--- src/rtl/uart_tx.sv ---
// uart_tx: tick-aligned UART serializer, LSB-first, with optional parity and 1/2 stop bits.
// A word accepted in IDLE waits in ARMED so the start bit always begins on a fresh tick.
module uart_tx #(
  parameter int DATA_BITS = 8,
  parameter int PARITY    = 0,
  parameter int STOP_BITS = 1
) (
  input  logic                 clk,
  input  logic                 reset,
  input  logic                 baud_tick,
  input  logic [DATA_BITS-1:0] tx_data,
  input  logic                 tx_valid,
  output logic                 tx_ready,
  output logic                 tx,
  output logic                 tx_busy,
  output logic                 tx_done
);
  typedef enum logic [2:0] {IDLE, ARMED, START, DATA, PAR, STOP} state_e;
  localparam int CW = $clog2(DATA_BITS);
  state_e               state_q, state_d;
  logic [DATA_BITS-1:0] shift_q, shift_d;
  logic [CW-1:0]        cnt_q, cnt_d;
  logic                 stop_q, stop_d;
  logic                 par_q, par_d;
  logic                 tx_q, tx_d;
  logic                 done_q, done_d;
  always_ff @(posedge clk or posedge reset) begin
    if (reset) begin
      state_q <= IDLE;
      shift_q <= '0;
      cnt_q   <= '0;
      stop_q  <= 1'b0;
      par_q   <= 1'b0;
      tx_q    <= 1'b1;
      done_q  <= 1'b0;
    end else begin
      state_q <= state_d;
      shift_q <= shift_d;
      cnt_q   <= cnt_d;
      stop_q  <= stop_d;
      par_q   <= par_d;
      tx_q    <= tx_d;
      done_q  <= done_d;
    end
  end
  always_comb begin
    state_d = state_q;
    shift_d = shift_q;
    cnt_d   = cnt_q;
    stop_d  = stop_q;
    par_d   = par_q;
    tx_d    = tx_q;
    done_d  = 1'b0;
    if (state_q == IDLE) begin
      if (tx_valid) begin
        state_d = ARMED;
        shift_d = tx_data;
        par_d   = (PARITY == 1) ? ~^tx_data : ^tx_data;
      end
    end else if (baud_tick) begin
      case (state_q)
        ARMED: begin
          state_d = START;
          tx_d    = 1'b0;
        end
        START: begin
          state_d = DATA;
          tx_d    = shift_q[0];
          cnt_d   = '0;
        end
        DATA: begin
          if (cnt_q == CW'(DATA_BITS - 1)) begin
            state_d = (PARITY != 0) ? PAR : STOP;
            tx_d    = (PARITY != 0) ? par_q : 1'b1;
            stop_d  = 1'b0;
          end else begin
            shift_d = shift_q >> 1;
            tx_d    = shift_q[1];
            cnt_d   = cnt_q + 1'b1;
          end
        end
        PAR: begin
          state_d = STOP;
          tx_d    = 1'b1;
          stop_d  = 1'b0;
        end
        STOP: begin
          if (STOP_BITS == 2 && !stop_q) stop_d = 1'b1;
          else begin
            state_d = IDLE;
            done_d  = 1'b1;
          end
        end
        default: state_d = IDLE;
      endcase
    end
  end
  assign tx       = tx_q;
  assign tx_done  = done_q;
  assign tx_ready = (state_q == IDLE);
  assign tx_busy  = (state_q != IDLE);
endmodule

--- config.mk ---
export PLATFORM = sky130hd
export DESIGN_NAME = uart_tx
export DESIGN_NICKNAME = d
export VERILOG_FILES = /design/src/rtl/uart_tx.sv
export SDC_FILE = /design/constraint.sdc
export NUM_CORES = 1
export LEC_CHECK = 0
export CAP_MARGIN = 10
export CORE_MARGIN = 10
export CORE_UTILIZATION = 50
export CTS_CLUSTER_DIAMETER = 80
export DETAILED_ROUTE_END_ITERATION = 6
export PLACE_DENSITY = 0.76
export SYNTH_ARGS = -nofsm -noshare
export SYNTH_HDL_FRONTEND = slang
export SYNTH_SLANG_ARGS = --single-unit
--- constraint.sdc ---
create_clock -name clk -period 2.6 [get_ports clk]
set_clock_uncertainty 0.15 [all_clocks]
set_input_delay 0.26 -clock clk [delete_from_list [all_inputs] [get_ports clk]]
set_output_delay 0.26 -clock clk [all_outputs]
set_load 0.005 [all_outputs]
==> results.json, run 1 <==
{
  "avgSynthCellArea_um2": 11.3,
  "grtUsageMet1": 0.109,
  "clock_latency_ns": 0.29,
  "finalCriticalPeriod_ns": 2.34,
  "post-cts-setup-buffers": 0,
  "synth.most_common_cell": "dfrtp_1",
  "die_area_um2": 3840,
  "pwr-share-clk": 0.233,
  "p_int_mw": 0.507,
  "core.rowCount": 15,
  "met3_usage": 0.0305,
  "synthTopCellsByArea": "dfrtp_1 43%, mux2_2 17%, dfstp_2 3.0%",
  "grt_max_degree": 17,
  "fin_nets": 108,
  "area_growth_pct": 22.0,
  "synth_seq_area_share": 0.457,
  "drive_gt1_frac": 0.247,
  "critPathLaunchType": "register",
  "rsz0062_at_grt": "false",
  "max_freq_mhz": 427,
  "diodes": 0,
  "netlist_area_um2": 880,
  "cts_made_buffers": 3,
  "use_met2": 0.192,
  "start_util": 0.521,
  "synthCells": 78,
  "die_h_um": 61.9,
  "cts_sinks": 16,
  "first_iter_violations": 7,
  "clk_pin_slew_ns": 0.10,
  "hold_ws_ns": 0.175,
  "clockBufferDepth": 2,
  "gp_congestion": 0.775,
  "wire_per_inst_um": 15.7,
  "synth_ff_type": "dfrtp_1",
  "startpoint": "state_q[0]$_DFFE_PP0P_",
  "ir_drop_mv": 0.403,
  "min_period_over_period": 0.900,
  "placed_cells": 106,
  "critPathCaptureType": "output pin",
  "cts_root_buffer": "clkbuf_4",
  "path_class": "register to output pin",
  "ys_types": 28,
  "cts_tree": "done",
  "power_density_nw_per_um2": 669,
  "combPwrFrac": 0.276,
  "top_level_ports": 16,
  "grt_first_pass_wirelength_mm": 2.99,
  "hpwl_mm": 1.32,
  "antenna_found_initial": 0,
  "cts_max_level": 1,
  "yosys_warnings": 0,
  "synth_nets": 92,
  "grt-busiest-layer": "met2",
  "seq_power_share": 0.491,
  "grt_overflow_total": 0,
  "dr.pass1.iters": 3,
  "routed_wl_mm": 1.72,
  "reg2reg_from": "cnt_q[0]$_DFFE_PP0P_",
  "via_per_inst": 5.71,
  "slew_violations": 0,
  "io_buffers": 15,
  "crit_path_max_fanout": 15,
  "min_path_type": "input port to async pin",
  "leakage_nw": 0.481,
  "critical_path_required_ns": 2.19,
  "synth_seq_cells": 16,
  "relSlewSlack": 0.603,
  "cts_hold_repair.buffers": 0,
  "tightest_slew_ns": 0.595,
  "hold_violations": 0,
  "grt_usage": 0.105,
  "setup_viol": 0,
  "vias": 628,
  "synth.largest_area_cell": "dfrtp_1",
  "die_w_um": 61.9,
  "switching_share": 0.294,
  "cts-resized-gates": 0,
  "stdcell_area_um2": 1070,
  "netlist_top_cells_count": "15 x dfrtp_1, 13 x mux2_2, 7 x nand2_1, 5 x o21ai_0",
  "finalNonFillerCells": 110,
  "synth_edf_count": 0,
  "antenna_left": 0,
  "tns_ns": 0,
  "placed_cell_area_um2": 1040,
  "cp.arrival_ns": 1.93,
  "power.switching_mw": 0.211,
  "ff2ff_path_depth": 5,
  "status": "completed",
  "drc_errors": 0,
  "core_um2": 1690,
  "async_reset_ff_frac": 1.00,
  "grt_pass1_vias": 659,
  "maxCapViolations": 0,
  "yosysTopAreaCellShare": 0.427
}
-- per-stage QoR --
step | worst slack [ns] | util | total power [mW]
2_1_floorplan | 0.592 | - | 0.490
3_3_place_gp | 0.503 | 0.614 | 0.544
3_5_place_dp | 0.479 | 0.614 | 0.560
4_1_cts | 0.222 | 0.636 | 0.730
5_1_grt | 0.126 | 0.636 | 0.764
6_report | 0.261 | 0.636 | 0.718
-- final timing paths --
path                                               end  slack [ns]
max in group asynchronous       shift_q[3]$_DFFE_PP0P_        1.74
worst max-delay path                          tx_ready        0.26
min in group clk                shift_q[0]$_DFFE_PP0P_        0.35
worst min register to register  shift_q[0]$_DFFE_PP0P_        0.35
worst min-delay path                 tx_done$_DFF_PP0_        0.17
worst max register to register  shift_q[6]$_DFFE_PP0P_        0.46
-- cell type report --
type | count | area (µm²)
Timing Repair Buffer | 16 | 158
Tap cell | 17 | 21.3
Multi-Input combinational cell | 53 | 442
Sequential cell | 16 | 402
Inverter | 4 | 15.0
Clock buffer | 4 | 36.3
Fill cell | 131 | 616
-- flip-flops by register name, indices dropped and copies added, names as in the netlist --
| signal | cells |
|---|---|
| shift_q | 8 |
| cnt_q | 3 |
| state_q | 3 |
| tx | 1 |
| tx_done | 1 |
-- kinds of logic (layout without fill, tap and decap cells) --
kind of cell             count (synthesis)  count (layout)  synth area share
AND/OR/NAND/NOR                         20              20             0.144
multiplexers                            16              16             0.202
flip-flops                              16              16             0.457
AO/OA/AOI/OAI                           15              15             0.128
buffers and inverters                    9              24            0.0412
adder cells (fa/ha/maj)                  2               2            0.0284
-- power groups by stage --
stage	Combinational, mW	Sequential [mW]	Clock, mW
global route	0.219	0.360	0.186
floorplan	0.154	0.335	0
detailed placement	0.202	0.358	0
finish	0.198	0.353	0.168
global placement	0.190	0.354	0
CTS	0.203	0.353	0.174
-- worst max-delay path: stages (launching register included) --
cell             delay, ns
dfrtp_1               0.58
nor3_4                0.47
clkdlybuf4s50_1       0.59
-- cell usage in the layout (no fill, tap or decap) --
cell type         n
nand4b_1          1
inv_1             4
ha_1              2
nand2_1           7
buf_4             1
o21ai_0           5
a21oi_1           2
nor2b_1           1
mux2i_1           2
or2_2             1
mux2_2           13
and4b_1           1
a22o_1            3
dfstp_2           1
a21oi_4           1
nand3_1           1
dfrtp_1          15
o211ai_1          1
a32o_1            1
nor3_4            1
o2111ai_1         1
or3b_4            1
clkbuf_8          1
nand2b_1          4
nand3b_1          1
mux2_1            1
clkbuf_4          3
clkdlybuf4s50_1  15
nor2_1            1
o311ai_0          1
-- routing by layer --
| layer | vias to the layer above | part of all wire |
|---|---|---|
| met5 | - | 0 |
| met4 | 0 | 0.014 |
| met3 | 2 | 0.039 |
| met2 | 8 | 0.53 |
| met1 | 306 | 0.42 |
| li1 | 312 | - |
Note: power is estimated with default switching activity, not from simulation.
==> inputs of run 2 (changes only) <==
--- a/config.mk
+++ b/config.mk
@@ -10,6 +10,7 @@
 export CORE_UTILIZATION = 50
 export CTS_CLUSTER_DIAMETER = 80
 export DETAILED_ROUTE_END_ITERATION = 6
+export GPL_TIMING_DRIVEN = 0
 export PLACE_DENSITY = 0.76
 export SYNTH_ARGS = -nofsm -noshare
 export SYNTH_HDL_FRONTEND = slang
==> run 2 against run 1 <==
Compared with the run above:
- die area is the same
- first-iteration DRC count grew 100%
- worst setup slack gained 0.10 ns
- combinational power grew 5%
- sequential share of layout area shrank 0.47 points
- cell count grew 3.6%
- critical endpoint unchanged
- register-to-register slack lost 0.07 ns
- clock-buffer cell count is the same
==> results.json, run 2 (synthesis gave the netlist of run 1 again) <==
{
  "leakage_nw": 0.487,
  "n_fill_cell": 139,
  "min_path_type": "input port to async pin",
  "reg_top3": "shift_q: 8 flops, cnt_q: 3 flops, state_q: 3 flops",
  "dr.pass1.iters": 4,
  "area_growth_pct": 23.6,
  "switching_share": 0.290,
  "grt_overflow_total": 0,
  "cts_root_buffer": "clkbuf_4",
  "cp.arrival_ns": 1.82,
  "top_level_ports": 16,
  "rsz0062_at_grt": "false",
  "status": "completed",
  "p_int_mw": 0.508,
  "fin_nets": 112,
  "cp-endpoint": "tx_ready",
  "cts_made_buffers": 3,
  "path_class": "register to output pin",
  "core_um2": 1690,
  "die_w_um": 61.9,
  "critPathCaptureType": "output pin",
  "tightest_slew_ns": 0.612,
  "die_area_um2": 3840,
  "gp_congestion": 0.777,
  "critical_path_required_ns": 2.19,
  "core.rowCount": 15,
  "wire_per_inst_um": 14.9,
  "final_cell_mix": "15 x dfrtp_1, 15 x clkdlybuf4s50_1, 13 x mux2_2",
  "drc_errors": 0,
  "cts_hold_repair.buffers": 0,
  "grt_first_pass_wirelength_mm": 2.86,
  "combPwrFrac": 0.290,
  "power.switching_mw": 0.207,
  "antenna_left": 0,
  "ff2ff_path_depth": 6,
  "post-cts-setup-buffers": 0,
  "cts_sinks": 16,
  "largest-register": "shift_q",
  "crit_path_max_fanout": 10,
  "power_density_nw_per_um2": 658,
  "grt_max_degree": 17,
  "die_h_um": 61.9,
  "grt_pass1_vias": 637,
  "setup_viol": 0,
  "r2r_end": "shift_q[5]$_DFFE_PP0P_",
  "drive_gt1_frac": 0.247,
  "reg2reg_from": "cnt_q[0]$_DFFE_PP0P_",
  "via_per_inst": 5.61,
  "critPathLaunchType": "register",
  "first_iter_violations": 14,
  "relSlewSlack": 0.591,
  "cts-resized-gates": 0,
  "startpoint": "state_q[2]$_DFFE_PP0P_",
  "max_freq_mhz": 447,
  "largest_reg_flops": 8,
  "maxCapViolations": 0,
  "cts_max_level": 1,
  "seq_power_share": 0.474,
  "min_period_over_period": 0.860,
  "hold_ws_ns": 0.177,
  "ir_drop_mv": 0.443,
  "slew_violations": 0,
  "diodes": 0,
  "start_util": 0.521,
  "hold_violations": 0,
  "vias": 640,
  "r2r_slack_ns": 0.39,
  "pwr-share-clk": 0.236,
  "clock_latency_ns": 0.29,
  "io_buffers": 15,
  "clockBufferDepth": 2,
  "cts_tree": "done",
  "tns_ns": 0,
  "clk_pin_slew_ns": 0.10,
  "hpwl_mm": 1.27,
  "finalCriticalPeriod_ns": 2.23,
  "grt_usage": 0.102,
  "antenna_found_initial": 0,
  "post-route-util": 0.644,
  "routed_wl_mm": 1.70
}
## run 2: cell types whose count changed in the layout (fill, tap and decap cells not counted), sizes merged
| cell | delta |
|---|---|
| clkbuf | +3 |
| buf | +1 |
## run 2: worst min path at each step
stage | to | from | slack, ns
final | cnt_q[2]$_DFFE_PP0P_ | reset | 0.18
after global routing | cnt_q[2]$_DFFE_PP0P_ | reset | 0.25
after CTS | cnt_q[2]$_DFFE_PP0P_ | reset | 0.21
after detailed placement | shift_q[0]$_DFFE_PP0P_ | shift_q[0]$_DFFE_PP0P_ | 0.34
after global placement | shift_q[0]$_DFFE_PP0P_ | shift_q[0]$_DFFE_PP0P_ | 0.33
after floorplan | cnt_q[0]$_DFFE_PP0P_ | reset | 0.02
## run 2: final cells by class
type | instances | area [µm²] | area share
well taps | 17 | 21.3 | 0.0196
multi-input cells | 53 | 442 | 0.406
plain buffers | 5 | 21.3 | 0.0196
repair buffers | 15 | 150 | 0.138
flip-flops and latches | 16 | 402 | 0.369
inverters | 4 | 15.0 | 0.0138
clock buffers | 4 | 36.3 | 0.0334
## run 2: through the flow
step / power [mW] / worst slack [ns] / cell area (µm²) / instances
4_1_cts: 0.720 / 0.350 / 1090 / 114
2_1_floorplan: 0.490 / 0.592 / 880 / 78
3_3_place_gp: 0.544 / 0.433 / 1050 / 110
3_5_place_dp: 0.554 / 0.391 / 1050 / 110
6_report: 0.716 / 0.365 / 1090 / 114
5_1_grt: 0.762 / 0.264 / 1090 / 114
## run 2: critical path, stage by stage (launching register included)
cell and delay (ns):
dfrtp_1 0.36, buf_2 0.18, nor3_4 0.39, clkdlybuf4s50_1 0.60
## run 2: layer usage
layer | track usage | share of wire | up-vias
li1 | - | - | 322
met1 | 0.112 | 0.44 | 300
met2 | 0.180 | 0.50 | 13
met3 | 0.0244 | 0.045 | 5
met4 | 0.0478 | 0.021 | 0
met5 | 0 | 0 | -
## run 2: power groups by stage
stage	combinational [mW]	clock [mW]	sequential [mW]
finish	0.208	0.169	0.339
global route	0.233	0.182	0.347
CTS	0.211	0.169	0.339
detailed placement	0.210	0	0.344
global placement	0.202	0	0.342
floorplan	0.154	0	0.335
==> inputs of run 3 (changes only) <==
--- a/config.mk
+++ b/config.mk
@@ -10,7 +10,6 @@
 export CORE_UTILIZATION = 50
 export CTS_CLUSTER_DIAMETER = 80
 export DETAILED_ROUTE_END_ITERATION = 6
-export GPL_TIMING_DRIVEN = 0
 export PLACE_DENSITY = 0.76
 export SYNTH_ARGS = -nofsm -noshare
 export SYNTH_HDL_FRONTEND = slang
==> results of run 3 <==
The final DEF is identical to that of run 1; final timing and power are the same.
